File: src/rtl/da_tx_pkg.sv
// Shared types and constants for the I2S / left-justified DAC transmitter.
package da_tx_pkg;

  typedef enum logic [1:0] {
    IDLE  = 2'd0,
    RUN   = 2'd1,
    DRAIN = 2'd2
  } tx_state_t;

  localparam int SLOT_BITS  = 32;
  localparam int FRAME_BITS = 64;

  // Serial bit for slot position k of an MSB-aligned 32-bit word.
  // In I2S mode everything slips one BCK later, so position 0 is always 0.
  function automatic logic slot_bit(input logic [SLOT_BITS-1:0] word,
                                    input logic [4:0]           k,
                                    input logic                 i2s);
    logic [4:0] idx;
    idx = i2s ? (5'd0 - k) : (5'd31 - k);
    slot_bit = (i2s && (k == 5'd0)) ? 1'b0 : word[idx];
  endfunction

endpackage

File: src/rtl/da_bclk_gen.sv
// Bit-clock generator: divides fpga_gclk into BCK and counts bits within a frame.
module da_bclk_gen #(
  parameter int BCK_DIV = 4
) (
  input  logic       fpga_gclk,
  input  logic       reset_n,
  input  logic       run,
  input  logic       clear,
  output logic       bck,
  output logic       bck_fall,
  output logic [5:0] bit_cnt
);

  logic [7:0] div_cnt;
  logic       div_wrap;

  assign div_wrap = (div_cnt == 8'(BCK_DIV - 1));
  assign bck_fall = run && !clear && div_wrap && bck;

  // Divider wraps every BCK_DIV cycles and toggles BCK; each falling BCK advances the bit counter.
  always_ff @(posedge fpga_gclk or negedge reset_n) begin
    if (!reset_n) begin
      div_cnt <= '0;
      bck     <= 1'b0;
      bit_cnt <= '0;
    end else if (clear) begin
      div_cnt <= '0;
      bck     <= 1'b0;
      bit_cnt <= '0;
    end else if (run) begin
      if (div_wrap) begin
        div_cnt <= '0;
        bck     <= ~bck;
        if (bck) begin
          bit_cnt <= bit_cnt + 6'd1;
        end
      end else begin
        div_cnt <= div_cnt + 8'd1;
      end
    end
  end

endmodule

File: src/rtl/da_i2s_tx.sv
// Stereo serial audio transmitter (I2S or left-justified) with a one-pair holding register.
module da_i2s_tx
  import da_tx_pkg::*;
#(
  parameter int BCK_DIV   = 4,
  parameter int DATA_BITS = 24
) (
  input  logic                 fpga_gclk,
  input  logic                 reset_n,
  input  logic                 enable,
  input  logic                 fmt_i2s,
  input  logic [DATA_BITS-1:0] sample_l,
  input  logic [DATA_BITS-1:0] sample_r,
  input  logic                 sample_valid,
  output logic                 sample_ready,
  output logic                 BCK,
  output logic                 LRCK,
  output logic                 SDATA,
  output logic                 frame_start,
  output logic                 underrun
);

  tx_state_t state_q, state_d;

  logic                 fmt_q, fmt_eff;
  logic                 hold_full;
  logic [DATA_BITS-1:0] hold_l, hold_r;
  logic [DATA_BITS-1:0] frame_l, frame_r;
  logic [DATA_BITS-1:0] load_l, load_r, src_word;
  logic [SLOT_BITS-1:0] src_aligned;
  logic [5:0]           bit_cnt, next_bit;
  logic                 bck_fall;
  logic                 entry, load, frame_end, accept;
  logic                 sdata_q, sdata_d;
  logic                 frame_start_q, underrun_q;

  da_bclk_gen #(.BCK_DIV(BCK_DIV)) u_bclk_gen (
    .fpga_gclk (fpga_gclk),
    .reset_n   (reset_n),
    .run       (state_q != IDLE),
    .clear     (state_q == IDLE),
    .bck       (BCK),
    .bck_fall  (bck_fall),
    .bit_cnt   (bit_cnt)
  );

  assign accept       = sample_valid && !hold_full;
  assign load_l       = hold_full ? hold_l : '0;
  assign load_r       = hold_full ? hold_r : '0;
  assign fmt_eff      = (state_q == IDLE) ? fmt_i2s : fmt_q;
  assign sample_ready = !hold_full;
  assign LRCK         = bit_cnt[5];
  assign SDATA        = sdata_q;
  assign frame_start  = frame_start_q;
  assign underrun     = underrun_q;

  // State register.
  always_ff @(posedge fpga_gclk or negedge reset_n) begin
    if (!reset_n) state_q <= IDLE;
    else          state_q <= state_d;
  end

  // Next state plus the frame-load / frame-end strobes.
  always_comb begin
    state_d   = state_q;
    entry     = 1'b0;
    load      = 1'b0;
    frame_end = bck_fall && (bit_cnt == 6'(FRAME_BITS - 1));
    case (state_q)
      IDLE: begin
        if (enable) begin
          state_d = RUN;
          entry   = 1'b1;
          load    = 1'b1;
        end
      end
      RUN: begin
        if (!enable)   state_d = DRAIN;
        if (frame_end) load    = 1'b1;
      end
      DRAIN: begin
        if (frame_end) state_d = IDLE;
      end
      default: state_d = IDLE;
    endcase
  end

  // Next serial bit: on a load it is slot bit 0 of the freshly loaded left word.
  always_comb begin
    next_bit    = load ? 6'd0 : bit_cnt + 6'd1;
    src_word    = load ? load_l : (next_bit[5] ? frame_r : frame_l);
    src_aligned = {src_word, {(SLOT_BITS - DATA_BITS){1'b0}}};
    sdata_d     = sdata_q;
    if (load)
      sdata_d = slot_bit(src_aligned, next_bit[4:0], fmt_eff);
    else if (state_q == IDLE || (state_q == DRAIN && frame_end))
      sdata_d = 1'b0;
    else if (bck_fall)
      sdata_d = slot_bit(src_aligned, next_bit[4:0], fmt_eff);
  end

  // Datapath registers: holding register, frame words, serial output and status flags.
  always_ff @(posedge fpga_gclk or negedge reset_n) begin
    if (!reset_n) begin
      fmt_q         <= 1'b0;
      hold_full     <= 1'b0;
      hold_l        <= '0;
      hold_r        <= '0;
      frame_l       <= '0;
      frame_r       <= '0;
      sdata_q       <= 1'b0;
      frame_start_q <= 1'b0;
      underrun_q    <= 1'b0;
    end else begin
      if (state_q == IDLE) fmt_q <= fmt_i2s;
      if (accept) begin
        hold_full <= 1'b1;
        hold_l    <= sample_l;
        hold_r    <= sample_r;
      end else if (load) begin
        hold_full <= 1'b0;
      end
      if (load) begin
        frame_l <= load_l;
        frame_r <= load_r;
      end
      sdata_q       <= sdata_d;
      frame_start_q <= load;
      underrun_q    <= (underrun_q && !entry) || (load && !hold_full);
    end
  end

endmodule
File: config.mk
export PLATFORM = sky130hd
export DESIGN_NAME = da_i2s_tx
export DESIGN_NICKNAME = d
export VERILOG_FILES = /design/src/rtl/da_tx_pkg.sv /design/src/rtl/da_bclk_gen.sv /design/src/rtl/da_i2s_tx.sv
export SDC_FILE = /design/constraint.sdc
export NUM_CORES = 1
export LEC_CHECK = 0
export ABC_AREA = 1
export CORE_ASPECT_RATIO = 0.6
export CORE_MARGIN = 2
export CORE_UTILIZATION = 60
export CTS_BUF_LIST = sky130_fd_sc_hd__clkbuf_4 sky130_fd_sc_hd__clkbuf_8
export CTS_CLUSTER_SIZE = 12
export DETAILED_ROUTE_END_ITERATION = 10
export DONT_BUFFER_PORTS = 1
export GPL_ROUTABILITY_DRIVEN = 0
export PLACE_DENSITY = 0.74
export RECOVER_POWER = 50
export SYNTH_ARGS = -nofsm -noshare
export SYNTH_HDL_FRONTEND = slang
export SYNTH_SLANG_ARGS = --single-unit
File: constraint.sdc
create_clock -name fpga_gclk -period 3.71 [get_ports fpga_gclk]
set_input_delay 0.742 -clock fpga_gclk [delete_from_list [all_inputs] [get_ports fpga_gclk]]
set_output_delay 0.742 -clock fpga_gclk [all_outputs]
set_load 0.01 [all_outputs]
* Word-level counts from Yosys, hierarchy flattened
Index checks and enable logic that the tools add are counted. W data, S select, Z words.
Storage, ports and cells: register bits after elaboration 118, latch bits 0, bits in writable memories 0, memory bits (read-only) 0, bits of input ports 53, output and inout port bits 6, word-level logic and storage cells 84, memories kept 0
Cells by class: add/subtract/negate cells 4, $mul 0, div/mod/pow operators 0, $lt $le $gt $ge 1, equal/unequal tests 7, shift-type cells 0, muxes and demuxes 33, bitwise operators 1, reduce and logical (&&, ||, !) cells 25
Operators with widths (count):
- $mux W24 | 4
- $mux W6 | 5
- $mux W8 | 3
- $mux W1 | 14
- $reduce_bool A2 Y1 | 5
- $logic_and A1 B1 Y1 | 9
- $add A8 B1 Y8 const B | 1
- $eq A8 B2 Y1 const B | 1
- $add A6 B1 Y6 const B | 1
- $eq A6 B6 Y1 const B | 1
- $lt A5 B6 Y1 const B | 1
- $mux W2 | 3
- $ne A2 B2 Y1 const B | 3
- $pmux W2 S3 | 1
- $reduce_and A3 Y1 | 2
- $bmux W1 S5 | 1
- $logic_not A5 Y1 | 1
- $mux W5 | 1
- $sub A1 B5 Y5 const A | 1
- $sub A5 B5 Y5 const A | 1
- $logic_not A1 Y1 | 3
- $reduce_bool A3 Y1 | 1
- $eq A2 B1 Y1 const B | 1
- $eq A2 B2 Y1 const B | 1
- 5 further kinds | 6

* Logic depth before layout (Yosys ltp)
Gate-level depths: netlist of the first run.
word-level depth 17, depth in mapped cells 20

* Cells and area by module
From an unflattened synthesis of the first run, not the netlist that was laid out.
Unflattened totals: cells, all modules 628, area, all modules 5783.0 um2
Modules (own cells, without submodules):
- da_i2s_tx | times used 1, cells an instance 507, area each 4858.4 um2
- da_bclk_gen | times used 1, cells an instance 121, area each 924.6 um2

* Worst setup path after synthesis of the first run
No wires, ideal clock.
kind in2reg, start input enable, end register sdata_q, in the netlist SDATA, data arrival time 2.563 ns, data required time 3.593 ns, slack 1.030 ns, cell stages on the path 16, buffers on the path 2, path through inv_1 -> nor2_1 -> inv_2 -> nand2_8 -> inv_4 -> clkbuf_1 -> clkbuf_1 -> nand2_1 -> ha_1 -> nor2_1 -> a31oi_1 -> nor2_1 -> nand3_1 -> nand2_1 -> nand2_1 -> nand2_1
On the way: cells in the longest elaborated chain, start to end 11, elaborated cells on any way between the ends 17, classes of those cells add/sub: 2; mux: 12; reduce/logical: 3
RTL lines:
- start, declared | RTL line da_i2s_tx.sv:10 | input logic enable,
- $mux W1 (*) | RTL line da_i2s_tx.sv:71 | if (enable) begin
- $pmux W1 S2 (*) | RTL line da_i2s_tx.sv:69 | case (state_q)
- $mux W6 | RTL line da_i2s_tx.sv:90 | next_bit = load ? 6'd0 : bit_cnt + 6'd1;
- $sub A5 B5 Y5 (tied with other cells) | RTL line da_tx_pkg.sv:19 | idx = i2s ? (5'd0 - k) : (5'd31 - k);
- $mux W5 / $mux W24 (equally long branches) | RTL line da_tx_pkg.sv:19, da_i2s_tx.sv:91
- $bmux W1 S5 | RTL line da_tx_pkg.sv:20 | slot_bit = (i2s && (k == 5'd0)) ? 1'b0 : word[idx];
- $mux W1 (not written as such) | RTL line da_tx_pkg.sv:20
- $mux W1 | RTL line da_tx_pkg.sv:20
- $mux W1 | RTL line da_i2s_tx.sv:98 | else if (bck_fall)
- $mux W1 | RTL line da_i2s_tx.sv:96 | else if (state_q == IDLE || (state_q == DRAIN && frame_end))
- $mux W1 | RTL line da_i2s_tx.sv:94 | if (load)
- end signal, assigned | RTL line da_i2s_tx.sv:127 | sdata_q <= sdata_d;
- end, declared | RTL line da_i2s_tx.sv:34 | logic sdata_q, sdata_d;
Mark *: on every way between the ends. The rest lies on a longest branch, timed or not. The select of a mux whose other input is x is not followed. A chain may end at the register's enable or synchronous reset.

* Worst setup path in the final report of the first run
start register state_q[1], end register sdata_q, in the netlist SDATA
On the way: cells in the longest elaborated chain, start to end 17, elaborated cells on any way between the ends 29, classes of those cells add/sub: 2; eq/ne: 2; mux: 13; reduce/logical: 12
RTL lines:
- start, declared | RTL line da_i2s_tx.sv:23 | tx_state_t state_q, state_d;
- start signal, assigned | RTL line da_i2s_tx.sv:60 | else state_q <= state_d;
- $logic_not A2 Y1
- $logic_not A1 Y1 | RTL line da_bclk_gen.sv:18 | assign bck_fall = run && !clear && div_wrap && bck;
- $logic_and A1 B1 Y1 (3 in a row) | RTL line da_bclk_gen.sv:18
- $logic_and A1 B1 Y1 | RTL line da_i2s_tx.sv:68 | frame_end = bck_fall && (bit_cnt == 6'(FRAME_BITS - 1));
- $mux W1 | RTL line da_i2s_tx.sv:79 | if (frame_end) load = 1'b1;
- $pmux W1 S2 | RTL line da_i2s_tx.sv:69
- $mux W6 | RTL line da_i2s_tx.sv:90
- $sub A5 B5 Y5 (tied with other cells) | RTL line da_tx_pkg.sv:19
- $mux W5 / $mux W24 (equally long branches) | RTL line da_tx_pkg.sv:19, da_i2s_tx.sv:91
- $bmux W1 S5 | RTL line da_tx_pkg.sv:20
- $mux W1 (not written as such) | RTL line da_tx_pkg.sv:20
- $mux W1 | RTL line da_tx_pkg.sv:20
- $mux W1 | RTL line da_i2s_tx.sv:98
- $mux W1 | RTL line da_i2s_tx.sv:96
- $mux W1 | RTL line da_i2s_tx.sv:94
Several ways; a longest one is shown, not always the timed one. The select of a mux whose other input is x is not followed.

==> flow_summary.toml, run 1 <==
[final_layout]
post-route-util = 0.665
final_common_cell = "nand2_1"
nets = 698
final_cell_mix = "175 x nand2_1, 118 x dfrtp_1, 64 x nand3_1"
antenna_cells = 0
fin_area_sq_um = 6110
area_delta_synth_final_pct = 7.30
drive_above_1_share = 0.151

[power]
p_seq_frac = 0.426
p_leak_nw = 2.91
sw_frac_of_total = 0.384
vdd.ir_drop.worst_mv = 0.474
total_power_mw = 5.01
p_per_area_nw_per_um2 = 820
p_clk_frac = 0.216
p_int_mw = 3.09
pwr-share-comb = 0.357
power_switching_mw = 1.92

[grt]
antenna_found_initial = 0
grt_remaining_overflow = 0
grt_pass1_wl_mm = 20.9
grt_use_total = 0.267
grt_pass1_vias = 4204
grt_max_degree = 119

[logic_synthesis]
synth-edff-count = 0
async_reset_ff_frac = 1.00
ys_ff_latch = 118
yosys.area_share.simple = 0.244
yosys_warnings = 0
muxShareOfSynthArea = 0.0732
syn-num-nets = 705
ys_seq_area_frac = 0.519
synthXorXnorAreaFrac = 0.00769
synth_top_family_by_area = "simple AND/OR/NAND/NOR gates"
synthFlopType = "dfrtp_1"
synth_compound_area_frac = 0.0820
avgSynthCellArea_sq_um = 8.79
synthAdderAreaFrac = 0.00879
synth.distinct_cells = 34
postSynthCellCount = 648
synth_area_sq_um = 5690

[detailed_routing]
via_count = 4362
routed_wl_mm = 12.5
drc = 0
ant_nets = 0
routed_via_density = 5.56
drt_first_pass_iters = 5
drtIter0Drc = 445
routedWlPerCell_microns = 15.9

[critical_path]
critical_path_class = "reg -> reg"
reg2reg_depth = 19
critPathLaunchType = "flop"
r2r_slack_ns = 0.75
crit_arrival_ns = 3.34
r2r_start = "state_q[1]"
endpoint_kind = "flop"
crit_required_ns = 4.09
critical_path.endpoint = "SDATA"
worst-path-max-fanout = 21
setup.worst_path.start = "state_q[1]"
r2r_end = "SDATA"

[floorplan]
coreArea_sq_um = 9190
dieHeight_microns = 79.5
boundaryPins = 59
dieArea_sq_um = 10300
rows = 27
fp.dieW_microns = 130
initial_core_util = 0.620

[timing]
finalSetupViolCount = 0
rsz0062_at_grt = "no"
finalMaxSlewViolations = 0
slew_headroom = 0.251
period_share = 0.797
worst_pin_slew_ns = 1.12
min_period_ns = 2.96
fin_setup_tns_ns = 0
max_freq_ghz = 0.338
fin_worst_skew_ns = 0.0111
final_hold_viol_count = 0

[placement]
dp.final_hpwl_mm = 8.29
placedInstanceArea_sq_um = 5720
io_buffers = 0

[clock_network]
clock_sinks = 118
ctsHoldBuffers = 1
cts_tree = "yes"
htreeDepth = 4
post_cts_buffers = 0
cts_buffers = 17
post_cts_resized = 0
cts-root-buf = "clkbuf_8"
clk_latency_ns = 0.44
path_clk_slew_ns = 0.08
clockBufferDepth = 2

[outcome]
status = "finished, final reports clean"

[run]
drv_cap = 0

[hold_path]
holdCritPathClass = "in -> async"
[power groups by stage]
stage / clock [mW] / sequential (mW) / combinational [mW]
6_report: 1.08 / 2.14 / 1.79
5_1_grt: 1.17 / 2.20 / 2.03
4_1_cts: 1.10 / 2.13 / 1.78
3_5_place_dp: 0 / 2.15 / 1.74
3_3_place_gp: 0 / 2.13 / 1.68
2_1_floorplan: 0 / 2.05 / 1.44
[how the worst min path moves through the flow]
stage	start	end	slack, ns	depth (start not counted)
4_1_cts	reset_n	hold_r[17]	0.28	1
3_3_place_gp	reset_n	hold_r[17]	0.45	0
6_report	reset_n	hold_r[18]	0.18	1
3_5_place_dp	reset_n	hold_r[17]	0.45	0
2_1_floorplan	u_bclk_gen.div_cnt[0]	u_bclk_gen.div_cnt[0]	0.44	1
5_1_grt	reset_n	hold_r[18]	0.28	1
[critical path, cell delays in order, from the launching register on]
cell	delay (ns)
dfrtp_1	0.41
nor2_2	0.47
inv_1	0.11
nor2_1	0.13
inv_2	0.13
nand2_8	0.19
nor2_2	0.08
inv_1	0.08
ha_1	0.15
inv_1	0.05
nor2_1	0.14
xor2_1	0.33
inv_1	0.14
nand3_1	0.11
nand3_1	0.08
nand2_1	0.08
nand2_1	0.06
nand2_1	0.07
nand2_1	0.05
nand2_1	0.06
[layout make-up]
| cell class | instances | area (sq um) |
|---|---|---|
| Multi-Input combinational cell | 445 | 2370 |
| Clock inverter | 9 | 78.8 |
| Fill cell | 757 | 3080 |
| Timing Repair Buffer | 5 | 57.6 |
| Sequential cell | 118 | 2950 |
| Clock buffer | 23 | 285 |
| Inverter | 54 | 205 |
| Tap cell | 130 | 163 |
[sequential cells by signal, summed over array words and instances, names as in the netlist]
register and flops:
underrun 1, frame_start 1, hold_r 24, state_q 2
SDATA 1, u_bclk_gen.div_cnt 8, frame_r 24, hold_full 1
u_bclk_gen.bit_cnt 6, fmt_q 1, hold_l 24, frame_l 24
u_bclk_gen.bck 1
[layer usage]
metal  vias up  track usage  share of wire
li1       2098            -              -
met1      2082        0.396           0.48
met2       165        0.371           0.43
met3        17       0.0838          0.073
met4         0       0.0903          0.013
met5         -            0              0
[synthesized netlist by cell type (2+ instances only)]
cell / number / area share
nand3_2: 3 / 0.0053
xor2_1: 4 / 0.0062
clkbuf_1: 13 / 0.0086
a21oi_1: 29 / 0.025
o21ai_1: 4 / 0.0035
o21ai_2: 2 / 0.0031
buf_2: 2 / 0.0018
buf_4: 4 / 0.0053
buf_6: 5 / 0.0099
nor2_1: 53 / 0.035
ha_1: 4 / 0.0088
o211ai_1: 8 / 0.011
dfrtp_1: 118 / 0.52
nand2_1: 176 / 0.12
inv_2: 4 / 0.0026
nand2_2: 4 / 0.0044
nand3_1: 64 / 0.056
nor3_1: 6 / 0.0053
o21ai_0: 26 / 0.023
nor2_4: 5 / 0.0099
nor2_2: 2 / 0.0022
buf_1: 7 / 0.0046
o22ai_1: 10 / 0.011
inv_1: 49 / 0.032
mux2_2: 37 / 0.073
[metrics by stage]
stage / setup slack, ns / instances / hold WS (ns)
4_1_cts: 0.754 / 784 / 0.276
3_5_place_dp: 0.838 / 751 / 0.449
2_1_floorplan: 1.03 / 648 / 0.442
6_report: 0.751 / 784 / 0.176
5_1_grt: 0.511 / 784 / 0.279
3_3_place_gp: 0.990 / 751 / 0.450
[cell families (layout without fill, tap and decap cells)]
kind of cell               Yosys count  after routing
AOI/OAI and AO/OA                   82             82
xor gates and xnor gates             5              5
adders and majority gates            4              4
buffers and inverters               85             91
DFF                                118            118
muxes                               37             37
and+or+nand+nor                    317            317
Power figures use the tool's default switching activity.
==> inputs of run 2 (changes only) <==
clock period = 2.8 ns   (was 3.71 ns; I/O delays follow)
==> flow_summary.toml, run 2 (synthesized netlist as in run 1, its figures left out) <==
[outcome]
violations = "negative hold slack"
status = "finished with violations"

[placement]
io_buffers = 0
placedInstanceArea_sq_um = 5760
dp.final_hpwl_mm = 8.24

[timing]
fin_setup_tns_ns = 0
fin_worst_skew_ns = 0.00741
min_period_ns = 2.63
worst_pin_slew_ns = 0.514
finalMaxSlewViolations = 0
hold_ws_ns = -0.187
finalSetupViolCount = 0
slew_headroom = 0.658
max_freq_ghz = 0.380
period_share = 0.940
final_hold_viol_count = 118

[final_layout]
final_cell_mix = "175 x nand2_1, 117 x dfrtp_1, 64 x nand3_1"
area_delta_synth_final_pct = 11.0
drive_above_1_share = 0.175
fin_area_sq_um = 6320
nets = 712
antenna_cells = 0
fill_cells = 730
final_common_cell = "nand2_1"

[floorplan]
dieArea_sq_um = 10300
boundaryPins = 59
initial_core_util = 0.620
coreArea_sq_um = 9190
dieHeight_microns = 79.5
rows = 27
fp.dieW_microns = 130

[clock_network]
cts-root-buf = "clkbuf_8"
clock_sinks = 118
clk_latency_ns = 0.44
htreeDepth = 4
clockBufferDepth = 2
cts_tree = "yes"
path_clk_slew_ns = 0.07
cts_buffers = 17

[power]
total_power_mw = 6.95
p_per_area_nw_per_um2 = 1100
p_leak_nw = 3.01
vdd.ir_drop.worst_mv = 0.568

[critical_path]
crit_arrival_ns = 3.01
path_buf_inv = 3
critical_path_class = "reg -> reg"
endpoint_kind = "flop"
cpMostUsedCell = "nand2_1"
cp_slowest_cell = "dfrtp_1"
critPathLaunchType = "flop"
max_stage_delay_ns = 0.37
r2r_slack_ns = 0.17
crit_required_ns = 3.17
crit_path_cell_trace = "ha_2, nand3_1, nor2_4, nand4_4, buf_4, nand3_2, ha_1, inv_1, nor2_2, xor2_2, inv_1, nand3_1, nand3_1, nand2_1, nand2_1, nand2_1, nand2_1, nand2_1"
crit_family = "simple AND/OR/NAND/NOR gates"
worst-path-max-fanout = 5

[grt]
grt_pass1_wl_mm = 20.3
grt_use_total = 0.261
grt_pass1_vias = 4025
antenna_found_initial = 0
grt_remaining_overflow = 0
grt_max_degree = 119
use_met3 = 0.0657
use_met2 = 0.348
top_usage_layer = "met1"
grt_use_met1 = 0.402

[detailed_routing]
via_count = 4429
drc = 0
routed_wl_mm = 12.6
drtIter0Drc = 449
drt_first_pass_iters = 5
routed_via_density = 5.56
ant_nets = 0
routedWlPerCell_microns = 15.8

[hold_path]
holdCritPathClass = "in -> async"

[run]
drv_cap = 0
-- run 2: cell types whose count changed in the layout (fill, tap and decap cells not counted), moves of 2 or more --
cell and delta:
bufinv_16 +2, buf_12 +2, clkinv_2 -2, clkbuf_8 +3, buf_4 +13, nor2_4 +2
clkbuf_4 -3
-- run 2: cell type report --
cell class | instances | area (sq um) | share of cell area
sequential | 118 | 2950 | 0.467
multi-input combinational | 445 | 2400 | 0.380
clock buffer | 23 | 304 | 0.0481
inverter | 54 | 210 | 0.0332
timing repair buffer | 19 | 168 | 0.0265
tap | 130 | 163 | 0.0257
clock inverter | 8 | 121 | 0.0192
-- run 2: worst paths after layout --
check,start,end,depth (start not counted)
worst max register to register,u_bclk_gen.div_cnt[0],SDATA,18
worst min-delay path,reset_n,hold_r[17],0
min in group fpga_gclk,sample_r[6],hold_r[6],1
worst min register to register,u_bclk_gen.div_cnt[0],u_bclk_gen.div_cnt[0],1
worst max-delay path,u_bclk_gen.div_cnt[0],SDATA,18
max in group asynchronous,reset_n,hold_l[2],0
-- run 2: layer usage --
metal	vias to the layer above	routed length [microns]	part of all wire
met5	-	0	0
met2	174	5270	0.42
li1	2133	-	-
met3	15	982	0.078
met1	2107	6180	0.49
met4	0	131	0.010
-- run 2: metrics by stage --
step / util / instances / setup slack, ns
3_3_place_gp: 0.627 / 755 / 0.182
3_5_place_dp: 0.627 / 755 / 0.0640
4_1_cts: 0.674 / 786 / 0.0596
6_report: 0.688 / 797 / 0.167
2_1_floorplan: - / 648 / 0.171
5_1_grt: 0.688 / 797 / -0.116
-- run 2: report_power, final --
| group | internal, mW | total, mW | switching, mW |
|---|---|---|---|
| clock | 0.987 | 1.66 | 0.674 |
| combinational | 0.964 | 2.44 | 1.47 |
| sequential | 2.43 | 2.85 | 0.424 |
-- run 2: repair_timing --
action,in CTS,in global routing
resized for setup,1,9
pin swaps,0,4
endpoints found under the setup margin,1,1
endpoints found under the hold margin,118,118
cloned,0,0
buffers inserted,0,11
-- run 2: worst register-to-register path, delay by kind of cell (launching register included) --
| family | cells | cell delay (ns) |
|---|---|---|
| xor gates and xnor gates | 1 | 0.24 |
| buffers and inverters | 3 | 0.38 |
| and+or+nand+nor | 12 | 1.23 |
| DFF | 1 | 0.37 |
| adders and majority gates | 2 | 0.37 |
